## src/rtl/apa102_pkg.sv

```systemverilog
// -----------------------------------------------------------------------------
// apa102_pkg
// Shared constants and types for the APA102 link (apa102_out transmitter and
// the apa102_in receiver).
//   START_BITS / LED_BITS / COLOR_BITS : frame geometry
//   LED_HDR                            : fixed top bits of every LED frame
//   END_FILL                           : value shifted during the end frame
//   state_t                            : frame sequencer states
//   led_word()                         : assemble one 32-bit LED frame
// -----------------------------------------------------------------------------
package apa102_pkg;

  localparam int         START_BITS = 32;
  localparam int         LED_BITS   = 32;
  localparam int         COLOR_BITS = 24;
  localparam logic [2:0] LED_HDR    = 3'b111;
  localparam logic       END_FILL   = 1'b1;

  typedef enum logic [1:0] {
    IDLE      = 2'd0,
    START_FRM = 2'd1,
    LED_FRM   = 2'd2,
    END_FRM   = 2'd3
  } state_t;

  // One LED frame, MSB-first on the wire: header, 5-bit brightness, colour.
  function automatic logic [LED_BITS-1:0] led_word(input logic [4:0] bright,
                                                   input logic [COLOR_BITS-1:0] color);
    return {LED_HDR, bright, color};
  endfunction

endpackage

```

## src/rtl/apa102_sck_gen.sv

```systemverilog
// -----------------------------------------------------------------------------
// apa102_sck_gen
// Serial clock generator: sck toggles every CLK_DIV enabled clk cycles, so one
// sck period is 2*CLK_DIV cycles and each period starts with the low half.
// Ports:
//   clk      in  system clock
//   rst_n    in  asynchronous active-low reset
//   enable   in  run the divider; when low the divider is held at its reset state
//   sck      out registered serial clock, idles low
//   rise_stb out high in the cycle whose closing edge raises sck
//   fall_stb out high in the cycle whose closing edge lowers sck
// -----------------------------------------------------------------------------
module apa102_sck_gen #(
  parameter int CLK_DIV = 4
) (
  input  logic clk,
  input  logic rst_n,
  input  logic enable,
  output logic sck,
  output logic rise_stb,
  output logic fall_stb
);

  localparam int               DIV_W   = (CLK_DIV > 1) ? $clog2(CLK_DIV) : 1;
  localparam logic [DIV_W-1:0] DIV_MAX = DIV_W'(CLK_DIV - 1);

  logic [DIV_W-1:0] div_cnt_r;
  logic             half_end_s;

  assign half_end_s = enable && (div_cnt_r == DIV_MAX);
  assign rise_stb   = half_end_s && !sck;
  assign fall_stb   = half_end_s && sck;

  // Divider counter and sck toggle flop.
  always_ff @(posedge clk or negedge rst_n) begin
    if (!rst_n) begin
      div_cnt_r <= '0;
      sck       <= 1'b0;
    end else if (!enable) begin
      div_cnt_r <= '0;
      sck       <= 1'b0;
    end else if (half_end_s) begin
      div_cnt_r <= '0;
      sck       <= ~sck;
    end else begin
      div_cnt_r <= div_cnt_r + DIV_W'(1);
    end
  end

endmodule

```

## src/rtl/apa102_out.sv

```systemverilog
// -----------------------------------------------------------------------------
// apa102_out
// APA102 frame transmitter. On an accepted start it snapshots the colour words
// and sends one frame: 32 zero bits, NUM_LEDS LED frames, END_BITS one bits.
// Optional feature macro: APA102_OUT_BRIGHTNESS_EN adds the brightness[4:0]
// input (latched at start); without it every LED frame uses brightness 5'h1F.
// Ports:
//   clk        in  system clock
//   rst_n      in  asynchronous active-low reset (aborts a frame immediately)
//   start      in  frame request, honoured only while busy is low
//   data_in    in  24*NUM_LEDS colours, top word = LED0 (sent first)
//   brightness in  5-bit global brightness (only with APA102_OUT_BRIGHTNESS_EN)
//   busy       out frame in progress
//   done       out one-cycle pulse after the last bit
//   sck        out serial clock to the strip, idles low
//   sda        out serial data, changes only while sck is low
// -----------------------------------------------------------------------------
module apa102_out
  import apa102_pkg::*;
#(
  parameter int NUM_LEDS = 7,
  parameter int CLK_DIV  = 4,
  parameter int END_BITS = 32
) (
  input  logic                         clk,
  input  logic                         rst_n,
  input  logic                         start,
  input  logic [COLOR_BITS*NUM_LEDS-1:0] data_in,
`ifdef APA102_OUT_BRIGHTNESS_EN
  input  logic [4:0]                   brightness,
`endif
  output logic                         busy,
  output logic                         done,
  output logic                         sck,
  output logic                         sda
);

  localparam int               LED_TOTAL  = LED_BITS * NUM_LEDS;
  localparam int               TOTAL_BITS = START_BITS + LED_TOTAL + END_BITS;
  localparam int               CNT_W      = $clog2(TOTAL_BITS);
  localparam logic [CNT_W-1:0] LAST_START = CNT_W'(START_BITS - 1);
  localparam logic [CNT_W-1:0] LAST_LED   = CNT_W'(START_BITS + LED_TOTAL - 1);
  localparam logic [CNT_W-1:0] LAST_BIT   = CNT_W'(TOTAL_BITS - 1);

  state_t               state_r, state_nxt;
  logic [CNT_W-1:0]     bit_cnt_r, bit_cnt_nxt;
  logic [LED_TOTAL-1:0] frame_sr_r, frame_sr_nxt;
  logic                 sda_r, sda_nxt;
  logic                 done_r, done_nxt;
  logic                 busy_r, busy_nxt;
  logic [LED_TOTAL-1:0] load_frames_s;
  logic [4:0]           bright_s;
  logic                 rise_stb_s;
  logic                 fall_stb_s;
  logic                 unused_s;

`ifdef APA102_OUT_BRIGHTNESS_EN
  assign bright_s = brightness;
`else
  assign bright_s = 5'h1F;
`endif

  // The strip samples on the rising edge; this side only acts on the falling one.
  assign unused_s = rise_stb_s;

  assign busy = busy_r;
  assign done = done_r;
  assign sda  = sda_r;

  apa102_sck_gen #(
    .CLK_DIV (CLK_DIV)
  ) u_sck_gen (
    .clk      (clk),
    .rst_n    (rst_n),
    .enable   (busy_r),
    .sck      (sck),
    .rise_stb (rise_stb_s),
    .fall_stb (fall_stb_s)
  );

  // Pre-assemble all LED frames so the snapshot taken at start is the exact bit
  // stream; brightness is therefore latched together with the colours.
  always_comb begin
    load_frames_s = '0;
    for (int i = 0; i < NUM_LEDS; i++) begin
      load_frames_s[LED_TOTAL-1-LED_BITS*i -: LED_BITS] =
        led_word(bright_s, data_in[COLOR_BITS*(NUM_LEDS-i)-1 -: COLOR_BITS]);
    end
  end

  // Frame sequencer: next state, bit counter, shift register and data bit.
  // sda is loaded with the next bit on the sck falling strobe so it is stable
  // for the whole high half.
  always_comb begin
    state_nxt    = state_r;
    bit_cnt_nxt  = bit_cnt_r;
    frame_sr_nxt = frame_sr_r;
    sda_nxt      = sda_r;
    done_nxt     = 1'b0;
    case (state_r)
      IDLE: begin
        sda_nxt = 1'b0;
        if (start) begin
          state_nxt    = START_FRM;
          bit_cnt_nxt  = '0;
          frame_sr_nxt = load_frames_s;
        end else begin
          state_nxt = IDLE;
        end
      end
      START_FRM: begin
        if (fall_stb_s) begin
          bit_cnt_nxt = bit_cnt_r + CNT_W'(1);
          if (bit_cnt_r == LAST_START) begin
            state_nxt = LED_FRM;
            sda_nxt   = frame_sr_r[LED_TOTAL-1];
          end else begin
            sda_nxt = 1'b0;
          end
        end else begin
          state_nxt = START_FRM;
        end
      end
      LED_FRM: begin
        if (fall_stb_s) begin
          bit_cnt_nxt  = bit_cnt_r + CNT_W'(1);
          frame_sr_nxt = frame_sr_r << 1;
          if (bit_cnt_r == LAST_LED) begin
            state_nxt = END_FRM;
            sda_nxt   = END_FILL;
          end else begin
            sda_nxt = frame_sr_r[LED_TOTAL-2];
          end
        end else begin
          state_nxt = LED_FRM;
        end
      end
      END_FRM: begin
        if (fall_stb_s) begin
          if (bit_cnt_r == LAST_BIT) begin
            state_nxt   = IDLE;
            bit_cnt_nxt = '0;
            sda_nxt     = 1'b0;
            done_nxt    = 1'b1;
          end else begin
            bit_cnt_nxt = bit_cnt_r + CNT_W'(1);
            sda_nxt     = END_FILL;
          end
        end else begin
          state_nxt = END_FRM;
        end
      end
      default: begin
        state_nxt    = IDLE;
        bit_cnt_nxt  = '0;
        frame_sr_nxt = '0;
        sda_nxt      = 1'b0;
      end
    endcase
    busy_nxt = (state_nxt != IDLE);
  end

  // Sequencer registers; all outputs come straight from flops.
  always_ff @(posedge clk or negedge rst_n) begin
    if (!rst_n) begin
      state_r    <= IDLE;
      bit_cnt_r  <= '0;
      frame_sr_r <= '0;
      sda_r      <= 1'b0;
      done_r     <= 1'b0;
      busy_r     <= 1'b0;
    end else begin
      state_r    <= state_nxt;
      bit_cnt_r  <= bit_cnt_nxt;
      frame_sr_r <= frame_sr_nxt;
      sda_r      <= sda_nxt;
      done_r     <= done_nxt;
      busy_r     <= busy_nxt;
    end
  end

endmodule

```

## config.mk

```make
export PLATFORM = sky130hd
export DESIGN_NAME = apa102_out
export DESIGN_NICKNAME = d
export VERILOG_FILES = /design/src/rtl/apa102_pkg.sv /design/src/rtl/apa102_sck_gen.sv /design/src/rtl/apa102_out.sv
export SDC_FILE = /design/constraint.sdc
export NUM_CORES = 1
export LEC_CHECK = 0
export BUFFER_PORTS_ARGS = -buffer_cell sky130_fd_sc_hd__buf_2
export CORE_AREA = 10 10 221 223
export DETAILED_ROUTE_END_ITERATION = 6
export DIE_AREA = 0 0 231 233
export RECOVER_POWER = 100
export SLEW_MARGIN = 40
export SYNTH_ARGS = -nofsm -noshare
export SYNTH_HDL_FRONTEND = slang
export SYNTH_SLANG_ARGS = --single-unit
```

## constraint.sdc

```tcl
create_clock -name clk -period 4.4 [get_ports clk]
set_input_delay 0.88 -clock clk [delete_from_list [all_inputs] [get_ports clk]]
set_output_delay 0.88 -clock clk [all_outputs]
set_load 0.01 [all_outputs]
```

==> results of run 1 <==
[per-stage QoR]
step	instances	hold WS [ps]
after floorplan	1083	414
after global placement	1782	422
after detailed placement	1784	439
after CTS	1836	152
after global routing	1836	455
final	1836	442
[worst paths after layout]
check                                       start                     end  slack [ps]  depth (start not counted)
min                        u_sck_gen.div_cnt_r[0]  u_sck_gen.div_cnt_r[0]         440                          1
max reg2reg                            state_r[0]           frame_sr_r[0]        1310                          8
max                                    state_r[0]           frame_sr_r[0]        1310                          8
min in group asynchronous                   rst_n         frame_sr_r[200]         850                          1
min reg2reg                u_sck_gen.div_cnt_r[0]  u_sck_gen.div_cnt_r[0]         440                          1
max in group asynchronous                   rst_n         frame_sr_r[128]        1410                          3
[cell families (layout without fill, tap and decap cells)]
logic type / Yosys count / count (layout)
buffers and inverters: 134 / 295
flip-flops: 241 / 241
AND/OR/NAND/NOR: 225 / 225
XOR/XNOR: 1 / 1
multiplexers: 168 / 168
AO/OA/AOI/OAI: 306 / 306
adder cells (fa/ha/maj): 8 / 8
[per-layer routing]
metal / wire (um) / up-vias / track usage, %
li1: - / 4007 / -
met1: 11500 / 3682 / 12.1
met2: 11400 / 193 / 14.1
met3: 1860 / 35 / 2.71
met4: 514 / 4 / 3.04
met5: 28 / - / 0
[registers in the layout, summed over array words and instances (netlist names)]
register / flops
state_r: 2
done: 1
sda: 1
u_sck_gen.sck: 1
u_sck_gen.div_cnt_r: 2
busy: 1
bit_cnt_r: 9
frame_sr_r: 224
[power by group through the flow]
stage / logic, uW / clock network [uW] / registers (uW)
detailed placement: 2830 / 0 / 3910
global placement: 2710 / 0 / 3880
finish: 2780 / 2400 / 3870
CTS: 2840 / 2490 / 3880
global route: 3240 / 2600 / 4030
floorplan: 2320 / 0 / 3750
[cells in the mapped netlist, types with 6 or more instances]
cell type / number / area (sq um)
nand3_1: 6 / 30.0
o21ai_0: 103 / 515
a21oi_1: 171 / 856
dfrtp_1: 241 / 6030
inv_1: 55 / 206
buf_2: 63 / 315
mux2i_1: 167 / 1670
nand2_1: 16 / 60.1
ha_1: 8 / 100
nor2_1: 178 / 668
a31oi_1: 8 / 50.1
clkbuf_1: 15 / 56.3
[cell type report]
type,count,area share (%)
sequential,241,45.2
tap,592,5.55
clock buffer,42,6.33
clock inverter,10,0.863
inverter,56,1.58
multi-input combinational,708,32.8
timing repair buffer,187,7.68
==> metrics, run 1 <==
synthesized net count=roughly 1,300; NumNets Final=between 1,000 and 1,500; register bit count reported by yosys=approximately 240; WS Path Type=flop to flop; Sequential Power Share=between 40 and 50%; GRT Util Overall=under 10%; skew final=22.7 ps; via count=roughly 7,900; Peak Freq=323 MHz; Synth Instances=1,083; largest net degree at the start of global routing=174; fin crit period=~3000 ps; Ys Warns=0; first-pass GRT wire length=between 40,000 and 50,000 um; total grt overflow=0; initial antenna violation count=2; CP max stage cell=clkbuf_4; WL/cell=between 10 and 15 um; clock power share=about a quarter; largest vdd supply drop=0.000314 V; internal power=5880 uW; most frequent CP cell=nor2b_1; post-synthesis sequential area ratio=between 50% and 60%; Placed Instance Area=12,400 sq um; Final Hold Vio Count=0; top-level I/O count=roughly 180; Synth Area in Compound Gates=14.9%; post-CTS setup buffers=0; Worst setup EP type=flop; area of the multi-input gates=roughly 4400 sq um; Max Slew Vio Count=32; H-tree depth=1; register area=about 6000 sq um; clock sinks=241; Worst setup SP type=flop; worst-path cell chain=inv_1 -> ha_1 -> nor2b_1 -> a211oi_4 -> buf_4 -> clkbuf_4 -> nor2b_1 -> a31o_2; Placement Rows=77; leakage dissipation=0.00544 uW; fin crit share=70.3%; routability cong.=0.793; violated checks=max-capacitance violations, max-slew violations; relative slew slack=-26.6%; CTS tree=built; XOR/XNOR Fraction of Synth Area=0.0798%; family with the most delay on the worst path=buffers and inverters; final setup margin=1310 ps; post-synth cell types=between 40 and 50; total CTS buffers=29; post-DR vias/cell=approximately 4.3; Post-synth EDFFs=0; pre-CTS setup slack=about 1800 ps; post-DP HPWL=around 17,000 um; Hold Path Class=flop to flop; Post-synth ARST share=between 90% and 100%; Clock Latency Late Sink=roughly 560 ps; CP Max Fanout=151; total power divided by cell area=about 680 nW/um^2; Data required, critical path=4850 ps; largest family of logic cells by synthesized area=multiplexers; Antenna diodes=0; fraction of layout cells with a size suffix above 1=19.1%; synthesis-to-finish area growth=21.6%; Switch Pwr=3170 uW; outcome=finished, violations left; post-route cell area=approximately 13,000 sq um; Main synth FF type=dfrtp_1; max-cap violation count=1; Max stage delay on crit path=approximately 1100 ps; Die W=231 um; commonest non-fill, non-tap cell in the layout=dfrtp_1; final setup violation count=0; Comb power frac=30.7%; vias in the first global route=between 7,000 and 8,000; setup_tns=0 ps; DRC violations left=0; RSZ-0062 raised after global routing=false; Synth Area in Adders=less than 1%; core area=roughly 44,000 sq um; die height=about 230 um; hold_buf cts=0; Mean Syn Cell Area=~10 sq um; Fillers=4,621; Buffers & Inverters on Critical Path=3; Initial Util=roughly 25%; root buf cell=clkbuf_16; first drt pass iteration count=5; worst-margin pin slew=around 1900 ps; die area=around 54,000 sq um; DRT iter0 DRCs=a little under 600; clock-pin slew on the worst setup and hold paths=around 60 ps; simple-gate share of the synthesized area=8.47%; Core Util, Final=30.2%; Final Routed Wirelength=roughly 25,000 um; most frequent cells in the layout=dfrtp_1 (241), nor2_1 (178), a21oi_1 (171); Pwr Total=~9000 uW; proportion of synthesized area in mux cells=about 15%; Sw Ratio=between 30% and 40%; post-route ant nets=0; post-cts sizing count=0; Cell Area, Synth=between 10,000 and 15,000 sq um; worst path arrival time=between 3000 and 4000 ps; Clock Path Buffers=3; IO Port Bufs=between 150 and 200
(Power assumes the default switching activity.)
==> run 2: changes to the inputs <==
- clock period: 4.4 -> 2.9 ns (I/O delays scaled with it)
==> run 2 against run 1 <==
  * The run still ends with max-capacitance violations, max-slew violations left
  * Sequential share of layout area is 0.75 points lower
  * Final cell count increased by 0.33%
  * Utilization grew 0.51 points
  * Power up 58%
  * Combinational power rose by 55%
  * Count of clock-buffer cells in the layout down 2
  * Critical path depth shrank 1
  * First-iteration DRC count decreased by 15%
  * Die area stayed put
  * Hold slack got worse by 130 ps
  * Flip-flop and latch count stayed put
  * Wire length increased by 1.4%
==> metrics, run 2 (synthesized netlist as in run 1, its figures left out) <==
most frequent cells in the layout=dfrtp_1 (241), nor2_1 (178), a21oi_1 (171); NumNets Final=1,407 (+0.36%); vias in the first global route=8,174 (+2.9%); Final Routed Wirelength=25,700 um (+1.4%); Antenna diodes=0 (unchanged); outcome=finished, violations left; worst reg-to-reg setup slack=430 ps (-880 ps); routability cong.=0.749 (-5.5%); RSZ-0062 raised after global routing=false; die height=233 um (unchanged); GRT Util Overall=9.37% (+0.18 points); total grt overflow=0 (unchanged); commonest non-fill, non-tap cell in the layout=dfrtp_1; Clock Latency Late Sink=570 ps (about the same); IO Port Bufs=174 (unchanged); Data required, critical path=3370 ps (-1480 ps); die area=53,800 sq um (unchanged); WS Path Type=flop to flop; core area=44,100 sq um (unchanged); post-DR vias/cell=4.31 (about the same); worst-margin pin slew=2230 ps (+329 ps); skew final=20.9 ps (-1.75 ps); total CTS buffers=29 (unchanged); CP startpoint=u_sck_gen.div_cnt_r[0]; top flop regs=frame_sr_r (224), bit_cnt_r (9); post-route cell area=13,600 sq um (+1.7%); relative slew slack=-48.5% (-22 points); root buf cell=clkbuf_16; clock-pin slew on the worst setup and hold paths=60 ps (about the same); CTS tree=built; H-tree depth=1 (unchanged); top-level I/O count=175 (unchanged); Initial Util=24.9% (unchanged); largest net degree at the start of global routing=111 (-36%); Placed Instance Area=12,500 sq um (+0.62%); worst path arrival time=2940 ps (-600 ps); Placement Rows=77 (unchanged); clock sinks=241 (unchanged); max FFs per register=224 (unchanged); hold_buf cts=0 (unchanged); Core Util, Final=30.7% (+0.51 points); first-pass GRT wire length=42,400 um (+2.0%); post-DP HPWL=17,000 um (+1.8%); Worst setup EP type=flop; Peak Freq=405 MHz (+25%); total power divided by cell area=1060 nW/um^2 (+56%); final setup violation count=0 (unchanged); max-cap violation count=1 (unchanged); Clock Path Buffers=3 (unchanged); fraction of layout cells with a size suffix above 1=19.6% (+0.47 points); crit path capture=frame_sr_r[28]; Max Slew Vio Count=79 (+150%); fin crit period=2470 ps (-621 ps); Die W=231 um (unchanged); initial antenna violation count=2 (unchanged); Reg with most FFs=frame_sr_r; first drt pass iteration count=4 (-1); largest vdd supply drop=0.000448 V (+43%); post-route ant nets=0 (unchanged); fin crit share=85.2% (+15 points); worst reg2reg startpoint=u_sck_gen.div_cnt_r[0]; leakage dissipation=0.00555 uW (+2.1%); setup_tns=0 ps (unchanged); DRC violations left=0 (unchanged); via count=7,948 (+0.34%); Reg2Reg Depth=7 (-1); FF-to-FF End=frame_sr_r[28]; DRT iter0 DRCs=507 (-15%); CP Max Fanout=85 (-44%); WL/cell=13.9 um (+1.1%); Final Hold Vio Count=0 (unchanged); synthesis-to-finish area growth=23.6%; post-CTS setup buffers=0 (unchanged); Worst setup SP type=flop; Hold Path Class=input pin to flop; violated checks=max-capacitance violations, max-slew violations; post-cts sizing count=0 (unchanged)
[run 2: cell count changes in the layout (fill, tap and decap cells not counted), sizes merged]
cell      change
bufinv        +5
buf           +2
clkbuf        +1
clkinvlp      -2
[run 2: report_power, final]
group | leakage [uW] | total (uW) | internal [uW] | switching (uW)
Clock | 0.000539 | 4130 | 2660 | 1480
Combinational | 0.00236 | 4320 | 1820 | 2510
Sequential | 0.00266 | 5880 | 5020 | 864
Total | 0.00555 | 14300 | 9490 | 4850
[run 2: worst min-delay path by stage]
| stage | start | endpoint | depth (start not counted) |
|---|---|---|---|
| floorplan | rst_n | bit_cnt_r[0] | 0 |
| CTS | rst_n | frame_sr_r[176] | 1 |
| finish | data_in[31] | frame_sr_r[39] | 3 |
| global placement | u_sck_gen.div_cnt_r[0] | u_sck_gen.div_cnt_r[0] | 1 |
| global route | data_in[0] | frame_sr_r[0] | 2 |
| detailed placement | u_sck_gen.div_cnt_r[0] | u_sck_gen.div_cnt_r[0] | 1 |
[run 2: routing by layer]
metal | vias to the layer above | global-route usage (%) | share of wire [%]
li1 | 4024 | - | -
met1 | 3707 | 12.2 | 47
met2 | 170 | 14.7 | 44
met3 | 43 | 2.79 | 6.4
met4 | 4 | 2.98 | 2.6
met5 | - | 0 | 0.082
[run 2: layout make-up]
class,instances,area [sq um]
fillers,4634,30600
flip-flops and latches,241,6030
multi-input cells,708,4360
repair buffers,192,1120
clock buffers,40,847
well taps,592,741
clock inverters,13,254
inverters,56,210
[run 2: stage by stage]
stage          power (uW)  setup WS (ps)  cells  hold slack (ps)
3_3_place_gp        10200            597   1789              425
4_1_cts             14600            563   1842             34.9
2_1_floorplan        9210            970   1083              284
6_report            14300            430   1842              311
5_1_grt             15600            208   1842              292
3_5_place_dp        10400            600   1789              452
[run 2: worst max-delay path, stage by stage, from the launching register on]
cell,delay [ps]
dfrtp_1,350
ha_1,230
nand3_1,340
a211oi_1,500
buf_12,380
buf_12,320
o21ai_0,120
o21ai_0,100
==> run 3: changes to the inputs <==
- ABC_AREA: not set -> 1
- CORE_AREA: 10 10 221 223 -> 10 10 229 231
- DIE_AREA: 0 0 231 233 -> 0 0 239 241
- REMOVE_ABC_BUFFERS: not set -> 1
==> run 3 against run 2 <==
  * The run now ends clean
  * First-iteration DRC count rose by 27%
  * Synthesized area rose by 7.3%
  * Sequential share of layout area decreased by 1.8 points
  * Synthesized cell count rose by 37%
  * Setup slack gained 44 ps
  * Die area rose by 7.0%
  * Final area up 4.1%
  * Utilization is 1.0 points lower
  * Via count up 19%
  * Power down 26%
  * Critical path type unchanged
  * Critical endpoint is now frame_sr_r[199]
  * Largest cell class unchanged
  * Largest power group unchanged
  * Highest routed layer is now met4
==> metrics, run 3 <==
outcome=complete, no violations; Area contributors post-synth=dfrtp_1 (51%), o21ai_0 (13%), nand2_1 (12%), inv_1 (6.1%), a21oi_2 (4.2%); Initial Util=24.8% (-0.097 points); WS Path Type=flop to flop; Hold Path Class=input pin to flop; Reg2Reg Depth=8 (+1); top flop regs=frame_sr_r (224), bit_cnt_r (9); largest net degree at the start of global routing=96 (-14%); Ys Warns=0 (unchanged); Post-synth ARST share=100% (unchanged); most frequent cells in the layout=nand2_1 (381), o21ai_0 (338), dfrtp_1 (241); leakage dissipation=0.00667 uW (+20%); Worst Hold Depth=3 (unchanged); skew final=7.70 ps (-13.2 ps); Reg with most FFs=frame_sr_r; H-tree depth=1 (unchanged); most numerous cell in the Yosys netlist=nand2_1; die area=57,600 sq um (+7.0%); fin crit period=2430 ps (-44.5 ps); largest vdd supply drop=0.000385 V (-14%); top cells by count, synth=nand2_1 (380), o21ai_0 (311), dfrtp_1 (241), inv_1 (191), nor2_1 (122); Clock Path Buffers=3 (unchanged); Max Slew Vio Count=0 (-100%); uppermost routed layer=met4; commonest non-fill, non-tap cell in the layout=nand2_1; post-synth cell types=25 (-42%); top-level I/O count=175 (unchanged); post-DR vias/cell=4.19 (-2.9%); root buf cell=clkbuf_16; metal2 WL=12,800 um (+14%); die height=241 um (+3.4%); core area=47,500 sq um (+7.8%); total power divided by cell area=748 nW/um^2 (-29%); clock sinks=241 (unchanged); post-route ant nets=0 (unchanged); RSZ-0062 raised after global routing=false; Data required, critical path=3350 ps (-20 ps); post-synthesis sequential area ratio=51.2% (-3.8 points); post-DP HPWL=18,400 um (+8.3%); Mean Syn Cell Area=7.96 sq um (-21%); placed cell count=2,202 (+23%); IO Port Bufs=174 (unchanged); Antenna diodes=0 (unchanged); WL/cell=12.1 um (-13%); CP Max Fanout=51 (-40%); total CTS buffers=29 (unchanged); area share of the largest cell type after synthesis=51.2% (-3.8 points); DRC violations left=0 (unchanged); CTS tree=built; synthesis-to-finish area growth=19.9%; Synth Instances=1,480 (+37%); Peak Freq=412 MHz (+1.8%); Die W=239 um (+3.5%); max-cap violation count=0 (-1); fin crit share=83.6% (-1.5 points); Worst setup SP type=flop; M1 wire length=12,500 um (+3.3%); wire length on met3=1350 um (-18%); Placement Rows=80 (+3.9%); relative slew slack=1.55% (+50 points); worst path arrival time=2880 ps (-60 ps); first-pass GRT wire length=46,200 um (+8.8%); fraction of layout cells with a size suffix above 1=18.2% (-1.4 points); setup_tns=0 ps (unchanged); routability cong.=0.797 (+6.4%); vias in the first global route=9,481 (+16%); Post-synth EDFFs=0 (unchanged); Cell Area, Synth=11,800 sq um (+7.3%); register bit count reported by yosys=241 (unchanged); GRT Util Overall=9.37% (about the same); worst-margin pin slew=1480 ps (-751 ps); via count=9,447 (+19%); Worst setup EP type=flop; Main synth FF type=dfrtp_1; max FFs per register=224 (unchanged); final setup violation count=0 (unchanged); total grt overflow=0 (unchanged); Final Routed Wirelength=27,200 um (+6.0%); clock-pin slew on the worst setup and hold paths=60 ps (about the same); DRT iter0 DRCs=644 (+27%); cell taking the most area after synthesis=dfrtp_1; initial antenna violation count=0 (-2); first drt pass iteration count=4 (unchanged); final cell count without fillers=2,255 (+22%); Final Hold Vio Count=0 (unchanged); NumNets Final=1,798 (+28%); Clock Latency Late Sink=550 ps (-20 ps)
## run 3: final timing paths
| check | slack (ps) | end | from |
|---|---|---|---|
| worst max-delay path | 470 | frame_sr_r[199] | state_r[0] |
| worst min-delay path | 290 | frame_sr_r[0] | data_in[0] |
| worst max register to register | 470 | frame_sr_r[199] | state_r[0] |
| worst min register to register | 440 | u_sck_gen.div_cnt_r[0] | u_sck_gen.div_cnt_r[0] |
| max in group asynchronous | 660 | frame_sr_r[42] | rst_n |
| min in group asynchronous | 940 | frame_sr_r[101] | rst_n |
## run 3: cell type report
cell class / instances / area, sq um
Clock inverter: 10 / 133
Sequential cell: 241 / 6030
Tap cell: 615 / 769
Timing Repair Buffer: 202 / 1170
Inverter: 194 / 736
Fill cell: 5117 / 33400
Clock buffer: 42 / 835
Multi-Input combinational cell: 951 / 4450
## run 3: critical path, stage by stage (launching register included)
cell and delay [ps]:
dfrtp_1 420, inv_1 150, ha_1 400, o21ai_0 280, nor2_8 190, buf_12 190
clkbuf_4 440, nand2_1 120, o21ai_0 110
## run 3: report_power, final
group / switching [uW] / internal (uW)
registers: 367 / 4630
logic: 1180 / 715
clock network: 1430 / 2250
## run 3: timing repair
| item | 4_1_cts | 5_1_grt |
|---|---|---|
| hold endpoints to repair | 47 | 0 |
| hold buffers | 1 | 0 |
| resized for setup | 0 | 0 |
| setup buffers | 0 | 0 |
## run 3: per-layer routing
metal	up-vias	GRT usage [%]
met5	-	0
met1	4310	12.1
met4	0	2.72
li1	4923	-
met2	173	15.6
met3	41	1.89
## run 3: per-stage QoR
stage | hold WS (ps) | area (sq um) | setup WS [ps] | util [%] | total power (uW)
5_1_grt | 310 | 14100 | 237 | 29.7 | 11400
2_1_floorplan | 284 | 11200 | -1400 | - | 6340
4_1_cts | 267 | 14200 | 641 | 29.8 | 10800
6_report | 295 | 14100 | 474 | 29.7 | 10600
3_3_place_gp | 423 | 13200 | 710 | 27.7 | 6910
3_5_place_dp | 432 | 13200 | 641 | 27.7 | 7020
## run 3: cells by family (layout without fill, tap and decap cells)
| family | count (synthesis) | after routing | synth area share, % |
|---|---|---|---|
| compound gates | 413 | 413 | 19.6 |
| fa+ha+maj | 8 | 8 | 0.850 |
| buf+inv | 288 | 448 | 11.0 |
| flops | 241 | 241 | 51.2 |
| simple gates | 530 | 530 | 17.4 |
